**config.mk**
```make
export PLATFORM = sky130hd
export DESIGN_NAME = dcache_miss_stall_ctrl
export DESIGN_NICKNAME = d
export VERILOG_FILES = /design/src/rtl/dcache_miss_stall_ctrl.sv
export SDC_FILE = /design/constraint.sdc
export NUM_CORES = 1
export LEC_CHECK = 0
export ABC_AREA = 1
export CELL_PAD_IN_SITES_DETAIL_PLACEMENT = 1
export CELL_PAD_IN_SITES_GLOBAL_PLACEMENT = 1
export CORE_ASPECT_RATIO = 1.25
export CORE_MARGIN = 3
export CORE_UTILIZATION = 26
export CTS_CLUSTER_SIZE = 10
export DETAILED_ROUTE_END_ITERATION = 8
export PLACE_DENSITY = 0.77
export SLEW_MARGIN = 15
export SYNTH_ARGS = -nofsm -noshare
export SYNTH_HDL_FRONTEND = slang
export SYNTH_SLANG_ARGS = --single-unit
```
**constraint.sdc**
```tcl
create_clock -name clk_i -period 1.7 [get_ports clk_i]
set_input_delay 0.17 -clock clk_i [delete_from_list [all_inputs] [get_ports clk_i]]
set_output_delay 0.17 -clock clk_i [all_outputs]
set_load 0.05 [all_outputs]
```
**src/rtl/dcache_miss_stall_ctrl.sv**
```systemverilog
// -----------------------------------------------------------------------------
// dcache_miss_stall_ctrl
//
// Sequences data-cache miss handling for the MEM stage and owns the pipeline
// freeze. While a dirty-victim writeback and/or a line refill runs on the
// memory port, hold_o freezes the IF_ID/ID_EX/EX_MEM/MEM_WB registers. Also
// keeps saturating miss and stall-cycle performance counters.
//
// Ports
//   clk_i          rising-edge clock
//   rst_i          asynchronous, active-high reset
//   mem_access_i   MEM stage holds a valid load/store this cycle
//   hit_i          cache tag hit for the current MEM access
//   dirty_i        victim line at the current index is valid+dirty
//   miss_addr_i    byte address of the current MEM access
//   victim_addr_i  address of the victim line (tag|index)
//   mem_ack_i      memory finished the current request (1-cycle pulse)
//   mem_req_o      memory request level, held until ack
//   mem_write_o    1 = victim writeback, 0 = refill read
//   mem_addr_o     line-aligned request address
//   cache_fill_o   1-cycle pulse: write returned line, clear dirty
//   hold_o         freeze all pipeline registers
//   miss_cnt_o     misses taken (saturating)
//   stall_cnt_o    cycles with hold_o = 1 (saturating)
// -----------------------------------------------------------------------------
module dcache_miss_stall_ctrl #(
   parameter int ADDR_W     = 32,
   parameter int LINE_BYTES = 32,
   parameter int CNT_W      = 16
) (
   input  logic              clk_i,
   input  logic              rst_i,
   input  logic              mem_access_i,
   input  logic              hit_i,
   input  logic              dirty_i,
   input  logic [ADDR_W-1:0] miss_addr_i,
   input  logic [ADDR_W-1:0] victim_addr_i,
   input  logic              mem_ack_i,
   output logic              mem_req_o,
   output logic              mem_write_o,
   output logic [ADDR_W-1:0] mem_addr_o,
   output logic              cache_fill_o,
   output logic              hold_o,
   output logic [CNT_W-1:0]  miss_cnt_o,
   output logic [CNT_W-1:0]  stall_cnt_o
);

   localparam logic [ADDR_W-1:0] OFF_MASK = ADDR_W'(LINE_BYTES - 1);

   typedef enum logic [1:0] {
      S_IDLE = 2'd0,
      S_WB   = 2'd1,
      S_FILL = 2'd2,
      S_DONE = 2'd3
   } state_t;

   state_t              state_q, state_d;
   logic                req_q, req_d;
   logic                write_q, write_d;
   logic [ADDR_W-1:0]   addr_q, addr_d;
   logic                fill_q, fill_d;
   logic [CNT_W-1:0]    miss_cnt_q, miss_cnt_d;
   logic [CNT_W-1:0]    stall_cnt_q, stall_cnt_d;
   logic                miss;
   logic                hold;
   logic                ack;

   function automatic logic [ADDR_W-1:0] line_align(input logic [ADDR_W-1:0] a);
      return a & ~OFF_MASK;
   endfunction

   function automatic logic [CNT_W-1:0] sat_inc(input logic [CNT_W-1:0] c);
      return (&c) ? c : c + CNT_W'(1);
   endfunction

   // A miss is only recognised in IDLE; once the FSM is busy the pipeline is
   // frozen and the MEM-stage inputs are don't-care.
   assign miss = (state_q == S_IDLE) && mem_access_i && !hit_i;

   // Combinational so the pipeline freezes in the very cycle the miss is seen.
   // Gated by rst_i so the freeze drops as soon as reset is asserted.
   assign hold = !rst_i && ((state_q != S_IDLE) || miss);

   // Acks only count while a request is actually outstanding.
   assign ack = mem_ack_i && req_q;

   always_comb begin
      state_d     = state_q;
      req_d       = req_q;
      write_d     = write_q;
      addr_d      = addr_q;
      fill_d      = 1'b0;
      miss_cnt_d  = miss_cnt_q;
      stall_cnt_d = hold ? sat_inc(stall_cnt_q) : stall_cnt_q;

      unique case (state_q)
         S_IDLE: begin
            if (miss) begin
               miss_cnt_d = sat_inc(miss_cnt_q);
               req_d      = 1'b1;
               if (dirty_i) begin
                  state_d = S_WB;
                  write_d = 1'b1;
                  addr_d  = line_align(victim_addr_i);
               end else begin
                  state_d = S_FILL;
                  write_d = 1'b0;
                  addr_d  = line_align(miss_addr_i);
               end
            end
         end
         S_WB: begin
            // Switch straight to the refill read; req stays high so the port
            // never sees an idle cycle between writeback and refill.
            if (ack) begin
               state_d = S_FILL;
               write_d = 1'b0;
               addr_d  = line_align(miss_addr_i);
            end
         end
         S_FILL: begin
            if (ack) begin
               state_d = S_DONE;
               req_d   = 1'b0;
               fill_d  = 1'b1;
            end
         end
         S_DONE: begin
            // Cache retries the lookup this cycle and hits; release next cycle.
            state_d = S_IDLE;
         end
         default: begin
            state_d = S_IDLE;
         end
      endcase
   end

   always_ff @(posedge clk_i or posedge rst_i) begin
      if (rst_i) begin
         state_q     <= S_IDLE;
         req_q       <= 1'b0;
         write_q     <= 1'b0;
         addr_q      <= '0;
         fill_q      <= 1'b0;
         miss_cnt_q  <= '0;
         stall_cnt_q <= '0;
      end else begin
         state_q     <= state_d;
         req_q       <= req_d;
         write_q     <= write_d;
         addr_q      <= addr_d;
         fill_q      <= fill_d;
         miss_cnt_q  <= miss_cnt_d;
         stall_cnt_q <= stall_cnt_d;
      end
   end

   assign mem_req_o    = req_q;
   assign mem_write_o  = write_q;
   assign mem_addr_o   = addr_q;
   assign cache_fill_o = fill_q;
   assign hold_o       = hold;
   assign miss_cnt_o   = miss_cnt_q;
   assign stall_cnt_o  = stall_cnt_q;

endmodule

```
Word level (Yosys, flattened, before mapping)
Index checks and enable logic that the tools add are counted.
{ "classes": {"n_reduce_logical": 18, "n_addsub": 2, "muxes": 17, "eq_ne": 6, "bitwise_logic": 2} }
{ "ops": {"columns": ["operator", "count"], "rows": [
  ["two-way mux 32 bit", 3],
  ["one-hot mux 32 bit (2 select lines)", 1],
  ["adder 16 x 1 -> 16 bit (second input constant)", 2],
  ["AND reduction 16 bit", 2],
  ["AND reduction 3 bit", 4],
  ["two-way mux 2 bit", 4],
  ["one-hot mux 2 bit (4 select lines)", 1],
  ["two-way mux 1 bit", 6],
  ["inequality test 2 bit (second input constant)", 3],
  ["nonzero test 2 bit", 3],
  ["equality test 2 bit (second input constant)", 2],
  ["logical AND 1 bit", 4],
  ["one-hot mux 1 bit (2 select lines)", 2],
  ["equality test 2 x 1 -> 1 bit (second input constant)", 1],
  ["zero test 1 bit", 2],
  ["zero test 2 bit", 1],
  ["inverter 1 bit", 2],
  ["AND reduction 2 bit", 1],
  ["logical OR 1 bit", 1]
]} }
{ "totals": {"elab_cells": 52, "register_bits": 69, "in_bits": 70, "out_inout_bits": 68} }

Depth between registers and ports, before layout
Gate-level depths: netlist of run 1.
{ "depth": {"word_depth": 6, "depth_mapped": 10, "mapped_depth_nobuf": 9} }

Worst setup path after synthesis of run 1
No wires, ideal clock.
{ "synth_timing": {"path_kind": "register to register", "start": "reg state_q[0]", "end": "reg stall_cnt_q[0] (netlist: stall_cnt_o[0])", "setup_ns": 0.118, "period_less_slack_ns": 2.163, "t_arrival_ns": 2.045, "path_slack_ns": -0.463, "path_stages_with_launch": 10, "cell_sequence": "dfrtp_1 -> inv_1 -> ha_1 -> inv_1 -> a21oi_2 -> nor2_1 -> o21ai_4 -> buf_6 -> nand2_1 -> nand2_1"} }
{ "synth_between": {"elab_chain_len": 6, "word_cells_on_any_way": 7, "cone_classes": "reduce/logical: 7"} }
{ "synth_lines": {"columns": ["item", "line_no", "source"], "rows": [
  ["from (decl)", "57", "state_t state_q, state_d;"],
  ["from (signal assigned)", "148", "state_q <= state_d;"],
  ["zero test 2 bit", "78", "assign miss = (state_q == S_IDLE) && mem_access_i && !hit_i;"],
  ["logical AND 1 bit (2 in series)", "78", null],
  ["logical OR 1 bit (*)", "82", "assign hold = !rst_i && ((state_q != S_IDLE) || miss);"],
  ["logical AND 1 bit (*)", "82", null],
  ["named net hold_o", "43", "output logic hold_o,"],
  ["AND reduction 2 bit (no line) (*)", null, null],
  ["to (signal assigned)", "154", "stall_cnt_q <= stall_cnt_d;"],
  ["to (decl)", "63", "logic [CNT_W-1:0] stall_cnt_q, stall_cnt_d;"]
]} }
Mark *: on every way through the listed nets, which the timed path passes. The rest lies on a longest branch.
A chain may end at the register's enable or synchronous reset.

Worst setup path in the final report of run 1
{ "layout_timing": {"start": "reg state_q[0]", "end": "out hold_o"} }
{ "layout_between": {"elab_chain_len": 5, "word_cells_on_any_way": 6, "cone_classes": "reduce/logical: 6"} }
{ "layout_lines": {"columns": ["item", "line_no"], "rows": [
  ["zero test 2 bit", "78"],
  ["logical AND 1 bit (2 in series)", "78"],
  ["logical OR 1 bit (*)", "82"],
  ["logical AND 1 bit (*)", "82"],
  ["to (decl)", "43"]
]} }
Every way passes the cells marked *; elsewhere a longest branch is shown, timed or not.

==> results of run 1 <==
==> routing by layer <==
| layer | wire length [um] | share of wire, % |
|---|---|---|
| met1 | 4930 | 41 |
| met2 | 6570 | 54 |
| met3 | 483 | 4.0 |
| met4 | 168 | 1.4 |
| met5 | 0 | 0 |
==> power groups by stage <==
stage	sequential (uW)	combinational (uW)	clock, uW
finish	1660	799	1880
global route	1670	858	2030
CTS	1660	766	1960
detailed placement	1690	727	0
global placement	1680	706	0
floorplan	1850	253	0
==> metrics by stage <==
stage | util, % | setup TNS, ps
floorplan | - | 0
global placement | 37.7 | 0
detailed placement | 37.7 | -1870
CTS | 41.3 | -29.6
global route | 43.7 | -633
finish | 43.7 | 0
==> kinds of logic after synthesis <==
logic type,after synthesis,synth area share [%]
buf+inv,49,6.51
simple gates,275,31.0
compound gates,22,3.57
xor+xnor,14,3.43
fa+ha+maj,6,2.10
flops,64,44.8
mux,27,8.50
other cells,1,0.105
==> critical path, delay by kind of cell (launching register included) <==
family                     cells  cell delay, ps
AOI/OAI and AO/OA              1              30
adders and majority gates      1             170
buffers and inverters          4             410
DFF                            1             370
and+or+nand+nor                1             200
==> final cells by class <==
type / instances / area share [%]
timing repair inverter: 1 / 0.107
sequential: 64 / 27.6
clock inverter: 5 / 0.945
multi-input combinational: 349 / 33.7
tap: 171 / 3.67
clock buffer: 11 / 4.34
inverter: 33 / 2.51
timing repair buffer: 158 / 27.1
==> flip-flops by register name, summed over array words and instances (netlist names) <==
register	count
cache_fill_o	1
mem_addr_o	27
mem_req_o	1
state_q	2
stall_cnt_o	16
miss_cnt_o	16
mem_write_o	1
==> layout by cell type (no fill, tap or decap), types with 2 or more instances in the layout <==
master	synthesis	layout
clkbuf_16	0	9
clkbuf_8	0	2
nand3b_1	5	5
clkinv_2	0	2
ha_4	0	2
buf_6	2	5
mux2_4	0	20
o21ai_0	18	17
xnor2_1	9	9
xor2_1	5	5
inv_4	0	2
nand2_2	5	27
nor2_1	35	33
inv_1	29	24
dfrtp_1	64	60
mux2_2	27	7
dfrtp_2	0	4
nand2_1	209	183
dlymetal6s2s_1	0	15
nand3_1	11	11
conb_1	1	5
nand4_1	6	6
inv_2	3	5
nor2_4	1	3
buf_12	0	5
clkinvlp_4	0	3
nand2_4	0	4
buf_4	7	58
ha_1	6	4
clkdlybuf4s50_1	0	71
buf_16	0	3
==> path summary, 6_finish.rpt <==
| kind | start | endpoint | depth (start not counted) |
|---|---|---|---|
| min in group clk_i | mem_addr_o[5] | mem_addr_o[5] | 2 |
| min | rst_i | miss_cnt_o[7] | 3 |
| max | state_q[0] | hold_o | 7 |
| max in group asynchronous | rst_i | stall_cnt_o[0] | 3 |
| max reg2reg | state_q[1] | mem_addr_o[16] | 10 |
| min reg2reg | mem_addr_o[5] | mem_addr_o[5] | 2 |
==> timing repair <==
action | in CTS | in global routing
resized for setup | 11 | 85
hold endpoints to repair | 0 | 0
buffers inserted | 7 | 9
setup endpoints to repair | 29 | 58
pin swaps | 0 | 10
cloned | 3 | 1
==> results.ini, run 1 <==
[logic_synthesis]
syn-cell-area_um2 = 3580
synth.most_common_cell = nand2_1
async_flop_share_pct = 100
yosys.cell_types.count = 28
yosys_warnings = 0
avgSynthCellArea_um2 = 7.81
yosys.area.top_type_share_pct = 44.8
synth.ff_latch_count = 64
synth_edf_count = 0
seq_area_frac_synth_pct = 44.8
synth.cells.most_frequent = 209 x nand2_1, 64 x dfrtp_1, 35 x nor2_1
synth_top_flop_cell = dfrtp_1
synthCells = 458
yosys.area.top_type = dfrtp_1
synth_area_leaders = dfrtp_1 45%, nand2_1 22%, mux2_2 8.5%, nor2_1 3.7%, inv_1 3.0%

[power_and_ir_drop]
clkPwrFrac_pct = 43.3
sequentialPowerShare_pct = 38.3
sw_frac_of_total_pct = 27.3
p_int_uw = 3160
peakVddDrop_mv = 0.599
total_power_uw = 4340
p_switching_uw = 1190
combPwrFrac_pct = 18.4
power.density_nw_per_um2 = 745
power.leakage_uw = 0.00306

[sta]
finalSetupViolations = 0
final_hold_viol_count = 0
max_freq_ghz = 0.594
worst_slew_pin_slew_ps = 552
maxSlewHeadroom_pct = 63.1
skew_ps = 8.74
finalCriticalPeriod_ps = 1680
fin_ws_ps = 17.4
whs_ps = 349
rsz0062_at_grt = true
min_period_over_period_pct = 99.0
final_max_slew_viol_count = 0

[floorplanning]
dieArea_um2 = 15200
floorplan.rows = 47
start_util_pct = 26.8
die_w_um = 111
die_y_um = 137
core_um2 = 13300
io_pins = 138

[global_routing]
use_met1_pct = 17.2
grt_overflow = 0
grt_pass1_wl_mm = 19.2
grt_use_total_pct = 15.6
grt_max_degree = 44
grt_util_met3_pct = 3.94
grt_pass1_vias = 3865
antenna_found_initial = 0
grt_most_used_layer = met2
met2_usage_pct = 29.8

[setup_path]
critPathKind = reg -> out
cp.required_ps = 1530
r2r_slack_ps = 30
cp_slowest_cell = dfrtp_1
slowest_delay_ps = 370
critPathCaptureType = output port
arrival_ps = 1510
cp_max_fo = 4
crit_chain = inv_2 > ha_4 > inv_4 > a21oi_4 > buf_6 > nor2_4 > buf_12
critPathLaunchType = register

[flow_run]
maxCapViolations = 0

[drt]
firstDrtPassIters = 4
dr.first_iter.drc_count = 93
avgViaCountPerCell = 4.46
drt-wirelength-per-cell_um = 15.3
drc = 0
drt-total-wl_mm = 12.1
antenna_left = 0
vias = 3532

[placement]
dp_hpwl_mm = 8.41
port_buffers = 122
gp_congestion = 0.787
dp_slack_ps = -94.2
post_dp_cell_area_um2 = 5030
place_inst = 758

[hold_path]
min_path_type = in -> async

[cts]
clockRootBuffer = clkbuf_16
clock_sinks = 64
cts_tree = yes
cts_max_level = 3
cts.path.max_buffers = 2
clkLatencyLatePin_ps = 330
cts_buffers = 9
clk_pin_slew_ps = 60
cts_hold_buf = 0

[finish]
fillers = 1570
multi_input_area_um2 = 1970
area_growth_pct = 62.9
n_antenna_cell = 0
stdcell_count = 792
regArea_um2 = 1610
design_area_um2 = 5830
drive_gt1_share_pct = 26.9
layout.nets = 692

[outcome]
status = finished, final reports clean

(Power assumes the default switching activity.)
==> run 2: changes to the inputs <==
Settings changed: MAX_ROUTING_LAYER set to met4, SLEW_MARGIN 15 to 5.
==> run 2 against run 1 <==
Net effect:
- worst hold slack hardly changed
- non-clock buffer count stayed put
- core utilization stayed put
==> results.ini, run 2 (synthesis results as in run 1) <==
[setup_path]
rr_worst_depth = 10  ; unchanged
cp_max_fo = 4  ; unchanged
crit_chain = inv_2 > ha_4 > inv_4 > a21oi_4 > buf_6 > nor2_4 > buf_12
reg2reg_to = mem_addr_o[16]
r2r_slack_ps = 30  ; about the same
slowest_delay_ps = 370  ; about the same
crit_family = buffers and inverters
critPathLaunchType = register
cp_slowest_cell = dfrtp_1
critical_path_buf_inv_count = 4  ; unchanged
cp.required_ps = 1530  ; about the same
crit-reg2reg-launch = state_q[1]
arrival_ps = 1510  ; about the same
critPathKind = reg -> out
critPathCaptureType = output port

[drt]
firstDrtPassIters = 4  ; unchanged
vias = 3553  ; +0.59%
avgViaCountPerCell = 4.49  ; +0.59%
drc = 0  ; unchanged
drt-total-wl_mm = 12.1  ; about the same
antenna_left = 0  ; unchanged
dr.first_iter.drc_count = 115  ; +24%
drt-wirelength-per-cell_um = 15.3  ; about the same

[sta]
finalCriticalPeriod_ps = 1680  ; +0.538 ps
final_max_slew_viol_count = 0  ; unchanged
fin_ws_ps = 16.8  ; -0.538 ps
min_period_over_period_pct = 99.0  ; about the same
skew_ps = 9.05  ; +0.311 ps
final_hold_viol_count = 0  ; unchanged
finalSetupViolations = 0  ; unchanged
maxSlewHeadroom_pct = 63.1  ; about the same
max_freq_ghz = 0.594  ; about the same
worst_slew_pin_slew_ps = 552  ; +0.0244 ps
rsz0062_at_grt = true
whs_ps = 349  ; -0.0320 ps

[outcome]
status = finished, final reports clean

[power_and_ir_drop]
power.leakage_uw = 0.00306  ; unchanged
peakVddDrop_mv = 0.599  ; about the same
power.density_nw_per_um2 = 745  ; about the same
total_power_uw = 4340  ; about the same

[flow_run]
maxCapViolations = 0  ; unchanged

[cts]
clock_sinks = 64  ; unchanged
clockRootBuffer = clkbuf_16
clkLatencyLatePin_ps = 330  ; about the same
cts_buffers = 9  ; unchanged
cts_hold_buf = 0  ; unchanged
clk_pin_slew_ps = 50  ; about the same
cts_max_level = 3  ; unchanged
cts.path.max_buffers = 2  ; unchanged
cts_tree = yes

[placement]
port_buffers = 122  ; unchanged
gp_congestion = 0.798  ; +1.4%
dp_slack_ps = -94.2  ; unchanged
dp_hpwl_mm = 8.41  ; unchanged

[hold_path]
min_path_type = in -> async

[global_routing]
use_met1_pct = 17.4  ; +0.16 points
grt_most_used_layer = met2
antenna_found_initial = 0  ; unchanged
met2_usage_pct = 29.8  ; unchanged
grt_pass1_vias = 3868  ; +0.078%
grt_util_met3_pct = 3.67  ; -0.27 points
grt_overflow = 0  ; unchanged
grt_use_total_pct = 16.1  ; +0.45 points
grt_pass1_wl_mm = 19.2  ; about the same
grt_max_degree = 44  ; unchanged

[finish]
largest_reg_flops = 27  ; unchanged
layout.nets = 692  ; unchanged
layout_common_cells = 183 x nand2_1, 71 x clkdlybuf4s50_1, 60 x dfrtp_1
area_growth_pct = 62.9  ; unchanged
final_util_pct = 43.7  ; unchanged
n_antenna_cell = 0  ; unchanged
drive_gt1_share_pct = 26.9  ; unchanged
layout_commonest_cell = nand2_1

[floorplanning]
start_util_pct = 26.8  ; unchanged
floorplan.rows = 47  ; unchanged
core_um2 = 13300  ; unchanged
die_w_um = 111  ; unchanged
dieArea_um2 = 15200  ; unchanged
io_pins = 138  ; unchanged
die_y_um = 137  ; unchanged

run 2: cell counts in the layout (fill, tap and decap cells not counted):
Identical to the previous run, type by type.
run 2: worst max-delay path by stage:
stage | start | end | cells past startpoint
after CTS | state_q[0] | hold_o | 7
after global placement | state_q[0] | mem_addr_o[10] | 9
final | state_q[0] | hold_o | 7
after global routing | state_q[1] | hold_o | 7
after floorplan | stall_cnt_o[0] | stall_cnt_o[15] | 9
after detailed placement | state_q[0] | mem_addr_o[29] | 9
run 2: layer usage:
layer	share of wire (%)	wire [um]
met5	0	0
met4	1.4	168
met3	3.7	448
met2	54	6580
met1	41	4950
run 2: area by class of cell:
class	count	area, um2
fillers	1570	7520
multi-input cells	349	1970
flip-flops and latches	64	1610
repair buffers	158	1580
clock buffers	11	253
well taps	171	214
inverters	33	146
clock inverters	5	55.1
repair inverters	1	6.26
run 2: worst reg2reg max path, cell delays in order, from the launching register on:
cell	delay [ps]
dfrtp_1	390
inv_2	100
buf_6	120
ha_4	150
inv_2	50
nand2_4	90
buf_12	130
buf_16	140
mux2_4	310
nand2_2	60
nand2_2	50
run 2: per-stage QoR:
step / setup TNS [ps] / std cells / cell area (um2)
floorplan: 0 / 462 / 3610
global placement: 0 / 758 / 5030
detailed placement: -1870 / 758 / 5030
CTS: -29.6 / 783 / 5510
global route: -633 / 792 / 5830
finish: 0 / 792 / 5830
run 2: timing repair:
action | 4_1_cts | 5_1_grt
resized for setup | 11 | 85
setup buffers | 7 | 9
setup endpoints to repair | 29 | 58
pin swaps | 0 | 10
gates cloned | 3 | 1
run 2: power breakdown:
part / leakage [uW] / internal [uW] / total [uW] / switching [uW]
Combinational: 0.00206 / 370 / 799 / 430
Sequential: 0.000861 / 1580 / 1660 / 83.7
Clock: 0.000148 / 1210 / 1880 / 674
